<file path="config.mk">
export PLATFORM = sky130hd
export DESIGN_NAME = npu_csr_axil
export DESIGN_NICKNAME = d
export VERILOG_FILES = /design/src/rtl/npu_csr_axil.sv
export SDC_FILE = /design/constraint.sdc
export NUM_CORES = 1
export LEC_CHECK = 0
export ABC_AREA = 1
export CORE_MARGIN = 2
export CORE_UTILIZATION = 30
export CTS_CLUSTER_SIZE = 12
export DETAILED_ROUTE_END_ITERATION = 16
export HOLD_SLACK_MARGIN = 0.12
export SLEW_MARGIN = 30
export SYNTH_ARGS = -nofsm -noshare
export SYNTH_HDL_FRONTEND = slang
export SYNTH_SLANG_ARGS = --single-unit
</file>
<file path="constraint.sdc">
create_clock -name clk -period 3.2 [get_ports clk]
set_input_delay 0.64 -clock clk [delete_from_list [all_inputs] [get_ports clk]]
set_output_delay 0.64 -clock clk [all_outputs]
set_load 0.01 [all_outputs]
</file>
<file path="src/rtl/npu_csr_axil.sv">
// npu_csr_axil: AXI-Lite control/status register file for the NPU core.
// Terminates host writes/reads, drives enables/config and start/clear strobes,
// and folds core busy/done/error back into a readable STATUS word.
module npu_csr_axil #(
    parameter int AXI_ADDR_WIDTH = 12,
    parameter int AXI_DATA_WIDTH = 32
) (
    input  logic                        clk,
    input  logic                        rst_n,
    input  logic                        s_awvalid,
    output logic                        s_awready,
    input  logic [AXI_ADDR_WIDTH-1:0]   s_awaddr,
    input  logic                        s_wvalid,
    output logic                        s_wready,
    input  logic [AXI_DATA_WIDTH-1:0]   s_wdata,
    input  logic [3:0]                  s_wstrb,
    output logic                        s_bvalid,
    input  logic                        s_bready,
    output logic [1:0]                  s_bresp,
    input  logic                        s_arvalid,
    output logic                        s_arready,
    input  logic [AXI_ADDR_WIDTH-1:0]   s_araddr,
    output logic                        s_rvalid,
    input  logic                        s_rready,
    output logic [AXI_DATA_WIDTH-1:0]   s_rdata,
    output logic [1:0]                  s_rresp,
    output logic                        start_o,
    output logic                        clear_o,
    output logic [3:0]                  cluster_en_o,
    output logic [15:0]                 pe_en_o,
    output logic [31:0]                 config_o,
    input  logic                        busy_i,
    input  logic                        done_i,
    input  logic                        error_i
);

    typedef enum logic [2:0] {
        REG_CTRL    = 3'd0,
        REG_STATUS  = 3'd1,
        REG_CLUSTER = 3'd2,
        REG_PE0     = 3'd3,
        REG_PE1     = 3'd4,
        REG_PE2     = 3'd5,
        REG_PE3     = 3'd6,
        REG_CONFIG  = 3'd7
    } reg_idx_e;

    localparam logic [1:0] RESP_OKAY   = 2'b00;
    localparam logic [1:0] RESP_SLVERR = 2'b10;

    logic                          aw_held_q, aw_held_d;
    logic [AXI_ADDR_WIDTH-1:2]     awaddr_q, awaddr_d;
    logic                          w_held_q, w_held_d;
    logic [AXI_DATA_WIDTH-1:0]     wdata_q, wdata_d;
    logic [3:0]                    wstrb_q, wstrb_d;
    logic                          bvalid_q, bvalid_d;
    logic [1:0]                    bresp_q, bresp_d;
    logic                          rvalid_q, rvalid_d;
    logic [AXI_DATA_WIDTH-1:0]     rdata_q, rdata_d;
    logic [1:0]                    rresp_q, rresp_d;
    logic [3:0]                    cluster_en_q, cluster_en_d;
    logic [15:0]                   pe_en_q, pe_en_d;
    logic [31:0]                   config_q, config_d;
    logic                          done_q, done_d;
    logic                          error_q, error_d;
    logic                          start_q, start_d;
    logic                          clear_q, clear_d;

    logic                          aw_hs, w_hs, commit, ar_hs;
    logic [AXI_ADDR_WIDTH-1:2]     wr_addr;
    logic [AXI_DATA_WIDTH-1:0]     wr_data;
    logic [3:0]                    wr_strb;
    logic                          wr_mapped, rd_mapped;
    reg_idx_e                      wr_idx, rd_idx;
    logic                          ctrl_wr, ctrl_clear, start_req, start_ok, start_rej;
    logic                          unused_addr_bits;

    // Byte-lane address bits carry no meaning for word registers.
    assign unused_addr_bits = ^{s_awaddr[1:0], s_araddr[1:0]};

    assign s_awready    = !aw_held_q && !bvalid_q;
    assign s_wready     = !w_held_q && !bvalid_q;
    assign s_arready    = !rvalid_q;
    assign s_bvalid     = bvalid_q;
    assign s_bresp      = bresp_q;
    assign s_rvalid     = rvalid_q;
    assign s_rdata      = rdata_q;
    assign s_rresp      = rresp_q;
    assign start_o      = start_q;
    assign clear_o      = clear_q;
    assign cluster_en_o = cluster_en_q;
    assign pe_en_o      = pe_en_q;
    assign config_o     = config_q;

    // Write channel: capture AW and W independently, commit once both are present.
    always_comb begin
        // NOTE: every signal gets a default first so no path leaves it unassigned (no latch).
        aw_hs     = s_awvalid && s_awready;
        w_hs      = s_wvalid && s_wready;
        commit    = (aw_held_q || aw_hs) && (w_held_q || w_hs);
        wr_addr   = aw_held_q ? awaddr_q : s_awaddr[AXI_ADDR_WIDTH-1:2];
        wr_data   = w_held_q ? wdata_q : s_wdata;
        wr_strb   = w_held_q ? wstrb_q : s_wstrb;
        wr_mapped = (wr_addr[AXI_ADDR_WIDTH-1:5] == '0);
        wr_idx    = reg_idx_e'(wr_addr[4:2]);

        aw_held_d = aw_held_q;
        awaddr_d  = awaddr_q;
        w_held_d  = w_held_q;
        wdata_d   = wdata_q;
        wstrb_d   = wstrb_q;
        bvalid_d  = bvalid_q;
        bresp_d   = bresp_q;

        if (aw_hs) begin
            aw_held_d = 1'b1;
            awaddr_d  = s_awaddr[AXI_ADDR_WIDTH-1:2];
        end
        if (w_hs) begin
            w_held_d = 1'b1;
            wdata_d  = s_wdata;
            wstrb_d  = s_wstrb;
        end
        if (bvalid_q && s_bready) bvalid_d = 1'b0;
        if (commit) begin
            aw_held_d = 1'b0;
            w_held_d  = 1'b0;
            bvalid_d  = 1'b1;
            bresp_d   = wr_mapped ? RESP_OKAY : RESP_SLVERR;
        end
    end

    // Register file, control strobes and sticky status bits.
    always_comb begin
        ctrl_wr    = commit && wr_mapped && (wr_idx == REG_CTRL) && wr_strb[0];
        ctrl_clear = ctrl_wr && wr_data[1];
        start_req  = ctrl_wr && wr_data[0] && !wr_data[1];
        start_ok   = start_req && !busy_i;
        start_rej  = start_req && busy_i;

        cluster_en_d = cluster_en_q;
        pe_en_d      = pe_en_q;
        config_d     = config_q;
        start_d      = start_ok;
        clear_d      = ctrl_clear;
        done_d       = done_i || (done_q && !ctrl_clear && !start_ok);
        error_d      = error_i || start_rej || (error_q && !ctrl_clear);

        if (commit && wr_mapped) begin
            unique case (wr_idx)
                REG_CLUSTER: if (wr_strb[0]) cluster_en_d = wr_data[3:0];
                REG_PE0:     if (wr_strb[0]) pe_en_d[3:0]   = wr_data[3:0];
                REG_PE1:     if (wr_strb[0]) pe_en_d[7:4]   = wr_data[3:0];
                REG_PE2:     if (wr_strb[0]) pe_en_d[11:8]  = wr_data[3:0];
                REG_PE3:     if (wr_strb[0]) pe_en_d[15:12] = wr_data[3:0];
                REG_CONFIG: begin
                    for (int b = 0; b < 4; b++) begin
                        if (wr_strb[b]) config_d[8*b +: 8] = wr_data[8*b +: 8];
                    end
                end
                default: ;
            endcase
        end
    end

    // Read channel: decode against current (pre-commit) state on AR handshake.
    always_comb begin
        ar_hs     = s_arvalid && s_arready;
        rd_mapped = (s_araddr[AXI_ADDR_WIDTH-1:5] == '0);
        rd_idx    = reg_idx_e'(s_araddr[4:2]);
        rvalid_d  = rvalid_q;
        rdata_d   = rdata_q;
        rresp_d   = rresp_q;

        if (rvalid_q && s_rready) rvalid_d = 1'b0;
        if (ar_hs) begin
            rvalid_d = 1'b1;
            rresp_d  = rd_mapped ? RESP_OKAY : RESP_SLVERR;
            rdata_d  = '0;
            if (rd_mapped) begin
                unique case (rd_idx)
                    REG_STATUS:  rdata_d = AXI_DATA_WIDTH'({error_q, done_q, busy_i});
                    REG_CLUSTER: rdata_d = AXI_DATA_WIDTH'(cluster_en_q);
                    REG_PE0:     rdata_d = AXI_DATA_WIDTH'(pe_en_q[3:0]);
                    REG_PE1:     rdata_d = AXI_DATA_WIDTH'(pe_en_q[7:4]);
                    REG_PE2:     rdata_d = AXI_DATA_WIDTH'(pe_en_q[11:8]);
                    REG_PE3:     rdata_d = AXI_DATA_WIDTH'(pe_en_q[15:12]);
                    REG_CONFIG:  rdata_d = AXI_DATA_WIDTH'(config_q);
                    default:     rdata_d = '0;
                endcase
            end
        end
    end

    // State registers; reset drops holds, responses and pending strobes.
    always_ff @(posedge clk or negedge rst_n) begin
        if (!rst_n) begin
            aw_held_q    <= 1'b0;
            awaddr_q     <= '0;
            w_held_q     <= 1'b0;
            wdata_q      <= '0;
            wstrb_q      <= '0;
            bvalid_q     <= 1'b0;
            bresp_q      <= RESP_OKAY;
            rvalid_q     <= 1'b0;
            rdata_q      <= '0;
            rresp_q      <= RESP_OKAY;
            cluster_en_q <= 4'hF;
            pe_en_q      <= 16'hFFFF;
            config_q     <= '0;
            done_q       <= 1'b0;
            error_q      <= 1'b0;
            start_q      <= 1'b0;
            clear_q      <= 1'b0;
        end else begin
            // NOTE: non-blocking assignments so every flop samples pre-edge values.
            aw_held_q    <= aw_held_d;
            awaddr_q     <= awaddr_d;
            w_held_q     <= w_held_d;
            wdata_q      <= wdata_d;
            wstrb_q      <= wstrb_d;
            bvalid_q     <= bvalid_d;
            bresp_q      <= bresp_d;
            rvalid_q     <= rvalid_d;
            rdata_q      <= rdata_d;
            rresp_q      <= rresp_d;
            cluster_en_q <= cluster_en_d;
            pe_en_q      <= pe_en_d;
            config_q     <= config_d;
            done_q       <= done_d;
            error_q      <= error_d;
            start_q      <= start_d;
            clear_q      <= clear_d;
        end
    end

endmodule

</file>
==> flow_metrics.tcl <==
set metrics [dict create \
    core-area_sq_mm 0.0204 \
    syn_area_per_cell_sq_um 8.83 \
    drt_wl_total_um 15600 \
    setup_viol 0 \
    arrival_ps 1740 \
    pwr-share-comb_pct 25.6 \
    cp_max_fo 6 \
    dieArea_sq_mm 0.0221 \
    n_fill_cell 2002 \
    drt_iter0_drc 197 \
    gp_congestion 0.833 \
    htree_levels 4 \
    cts_buffers 17 \
    synth-seq-area-share_pct 56.3 \
    seqPwrFrac_pct 40.2 \
    grt_max_degree 60 \
    crit_required_ps 2560 \
    drc 0 \
    crit_slowest_cell "clkdlybuf4s50_1" \
    die_w_um 149 \
    cts_buffer_depth 2 \
    clockRootBuffer "clkbuf_16" \
    total_power_mw 5.94 \
    seq_area_sq_mm 0.00353 \
    fin_util_pct 42.9 \
    tightest_slew_ps 758 \
    dpl_worst_slack_ps 723 \
    track_usage_pct 14.5 \
    fin_hold_ws_ps 204 \
    floorplan.rows 52 \
    viasPerCell 4.37 \
    synth_warnings 0 \
    dp_hpwl_um 11100 \
    max-cap-violations 0 \
    holdBufCountCts 0 \
    crit_buf_inv 1 \
    postCtsSetupRepairBufs 0 \
    route.vias.total 5055 \
    nets 943 \
    critPathLaunchType "register" \
    drive_gt1_share_pct 13.7 \
    grt_pass1_vias 4797 \
    syn_to_final_growth_pct 39.4 \
    initial_utilization_pct 30.8 \
    clk_pin_slew_worst_paths_ps 60 \
    ant_nets 0 \
    netSwitchingFraction_pct 32.0 \
    endpoint_kind "output port" \
    rsz0062_at_grt "no" \
    max_stage_delay_ps 570 \
    drv_slew 0 \
    outcome "complete, no violations" \
    fin_ws_ps 823 \
    multi_input_area_sq_mm 0.00220 \
    synth.distinct_cells 36 \
    post-route-min-period_ps 2380 \
    slew_headroom_pct 48.0 \
    dr.pass1.iters 5 \
    cts_tree "built" \
    skew_ps 10.1 \
    cp_cell_sequence "nor2_1 > clkdlybuf4s50_1" \
    grt_pass1_wl_um 25100 \
    peakVddDrop_mv 0.364 \
    grt.overflow.total 0 \
    cts_resized 0 \
    hold_path.class "input pin to async pin" \
    finalHoldViolations 0 \
    synth_seq_cells 140 \
    power_frac_clock_pct 34.2 \
    fin_crit_sh_pct 74.3 \
    p_leak_nw 3.87 \
    clk_latency_ps 420 \
    port-buffer-count 158 \
    fp.dieH_um 149 \
    diodes 0 \
    critical_path.top_delay_family "buffers and inverters" \
    power_switching_mw 1.90 \
    p_per_area_mw_per_mm2 679 \
    worstSetupPathType "register to output port" \
    post_drt_wl_per_cell_um 13.5 \
    netlist_area_sq_mm 0.00627 \
    clock.fmax_mhz 421 \
    antenna_found_initial 0 \
    fin_setup_tns_ps 0 \
    p_int_mw 4.04 \
    clock-sinks 140 \
    synth_cells 710 \
    boundaryPins 165 \
]
-- stage by stage --
stage | instances | instance area (sq um)
CTS | 1156 | 8750
global route | 1156 | 8750
finish | 1156 | 8750
detailed placement | 1124 | 8140
floorplan | 711 | 6280
global placement | 1124 | 8140
-- flip-flops by register name, summed over array words and instances (netlist names) --
name and flops:
clear_o 1, s_rvalid 1, aw_held_q 1, config_o 32, wdata_q 32, start_o 1
pe_en_o 16, done_q 1, s_rdata 32, wstrb_q 4, s_rresp 1, cluster_en_o 4
error_q 1, w_held_q 1, s_bresp 1, awaddr_q 10, s_bvalid 1
-- synthesized netlist by cell type, drive strengths merged --
| cell | count | area, sq um |
|---|---|---|
| mux2i | 5 | 50.1 |
| buf | 14 | 119 |
| clkbuf | 14 | 52.6 |
| dfstp | 20 | 526 |
| nand4 | 2 | 27.5 |
| nand3 | 16 | 85.1 |
| o22ai | 1 | 6.26 |
| or2 | 1 | 8.76 |
| mux2 | 6 | 67.6 |
| clkinv | 1 | 3.75 |
| nor4 | 1 | 6.26 |
| a21oi | 5 | 25.0 |
| o21a | 1 | 7.51 |
| dfrtp | 120 | 3000 |
| nor2 | 22 | 103 |
| nor3 | 3 | 15.0 |
| conb | 1 | 3.75 |
| nand2 | 213 | 825 |
| and2 | 1 | 6.26 |
| inv | 99 | 379 |
| nand3b | 1 | 7.51 |
| nor3b | 1 | 7.51 |
| o2111ai | 3 | 26.3 |
| o21ai | 159 | 912 |
-- area by class of cell --
class / count / area share, %
Sequential cell: 140 / 40.3
Multi-Input combinational cell: 443 / 25.1
Timing Repair Buffer: 171 / 19.4
Clock buffer: 18 / 5.02
Inverter: 100 / 4.38
Tap cell: 270 / 3.86
Clock inverter: 14 / 1.93
-- layout by cell type (no fill, tap or decap), types with 2 or more instances in the layout --
cell type / Yosys / final
nor2_2: 2 / 2
clkinv_4: 0 / 3
o21ai_4: 2 / 2
mux2_2: 6 / 6
nor2_1: 18 / 18
clkdlybuf4s50_1: 0 / 157
nand2_2: 10 / 11
o2111ai_1: 3 / 3
nand2_1: 203 / 202
mux2i_1: 5 / 5
nor3_1: 3 / 3
inv_1: 94 / 94
clkinv_1: 1 / 2
o21ai_0: 120 / 120
dfstp_2: 20 / 20
inv_4: 3 / 3
a21oi_1: 5 / 5
dfrtp_1: 120 / 120
inv_2: 2 / 2
o21ai_2: 25 / 25
nor2_4: 2 / 2
clkbuf_16: 0 / 17
buf_4: 2 / 12
conb_1: 1 / 2
bufinv_16: 0 / 3
o21ai_1: 12 / 12
clkinvlp_4: 0 / 4
clkinv_2: 0 / 2
nand3_1: 15 / 15
-- worst reg2reg max path, stage by stage (launching register included) --
cell,delay (ps)
dfrtp_1,580
buf_4,280
mux2i_1,680
nor2_4,90
nand3_1,110
nand3b_1,80
-- power by group through the flow --
| stage | clock network (mW) | logic, mW | registers (mW) |
|---|---|---|---|
| 2_1_floorplan | 0 | 1.00 | 2.37 |
| 3_3_place_gp | 0 | 1.52 | 2.40 |
| 3_5_place_dp | 0 | 1.55 | 2.42 |
| 4_1_cts | 2.10 | 1.55 | 2.39 |
| 5_1_grt | 2.18 | 1.74 | 2.43 |
| 6_report | 2.03 | 1.52 | 2.38 |
-- final timing paths --
kind	from	cells after the start	to	slack (ps)
max in group asynchronous	rst_n	2	pe_en_o[1]	2290
min	rst_n	1	awaddr_q[8]	200
min reg2reg	wdata_q[14]	2	wdata_q[14]	480
max	w_held_q	2	s_wready	820
min in group clk	wdata_q[14]	2	wdata_q[14]	480
max reg2reg	w_held_q	5	error_q	1270
-- kinds of logic (layout without fill, tap and decap cells) --
logic type             Yosys count  in the layout  synth area share, %
and+or+nand+nor                261            261                 17.4
DFF                            140            140                 56.3
muxes                           11             11                 1.88
other                            1              2               0.0598
AOI/OAI and AO/OA              169            169                 15.6
buffers and inverters          128            303                 8.84
-- metal layers --
metal  global-route usage, %  up-vias  share of wire [%]  routed length [um]
met1                    19.7     2327                 48                7470
met2                    23.0      137                 46                7130
met3                    3.68       14                5.4                 841
met4                    4.57        0                1.2                 180
met5                       0        -                  0                   0
li1                        -     2577                  -                   -
Power figures use the tool's default switching activity.
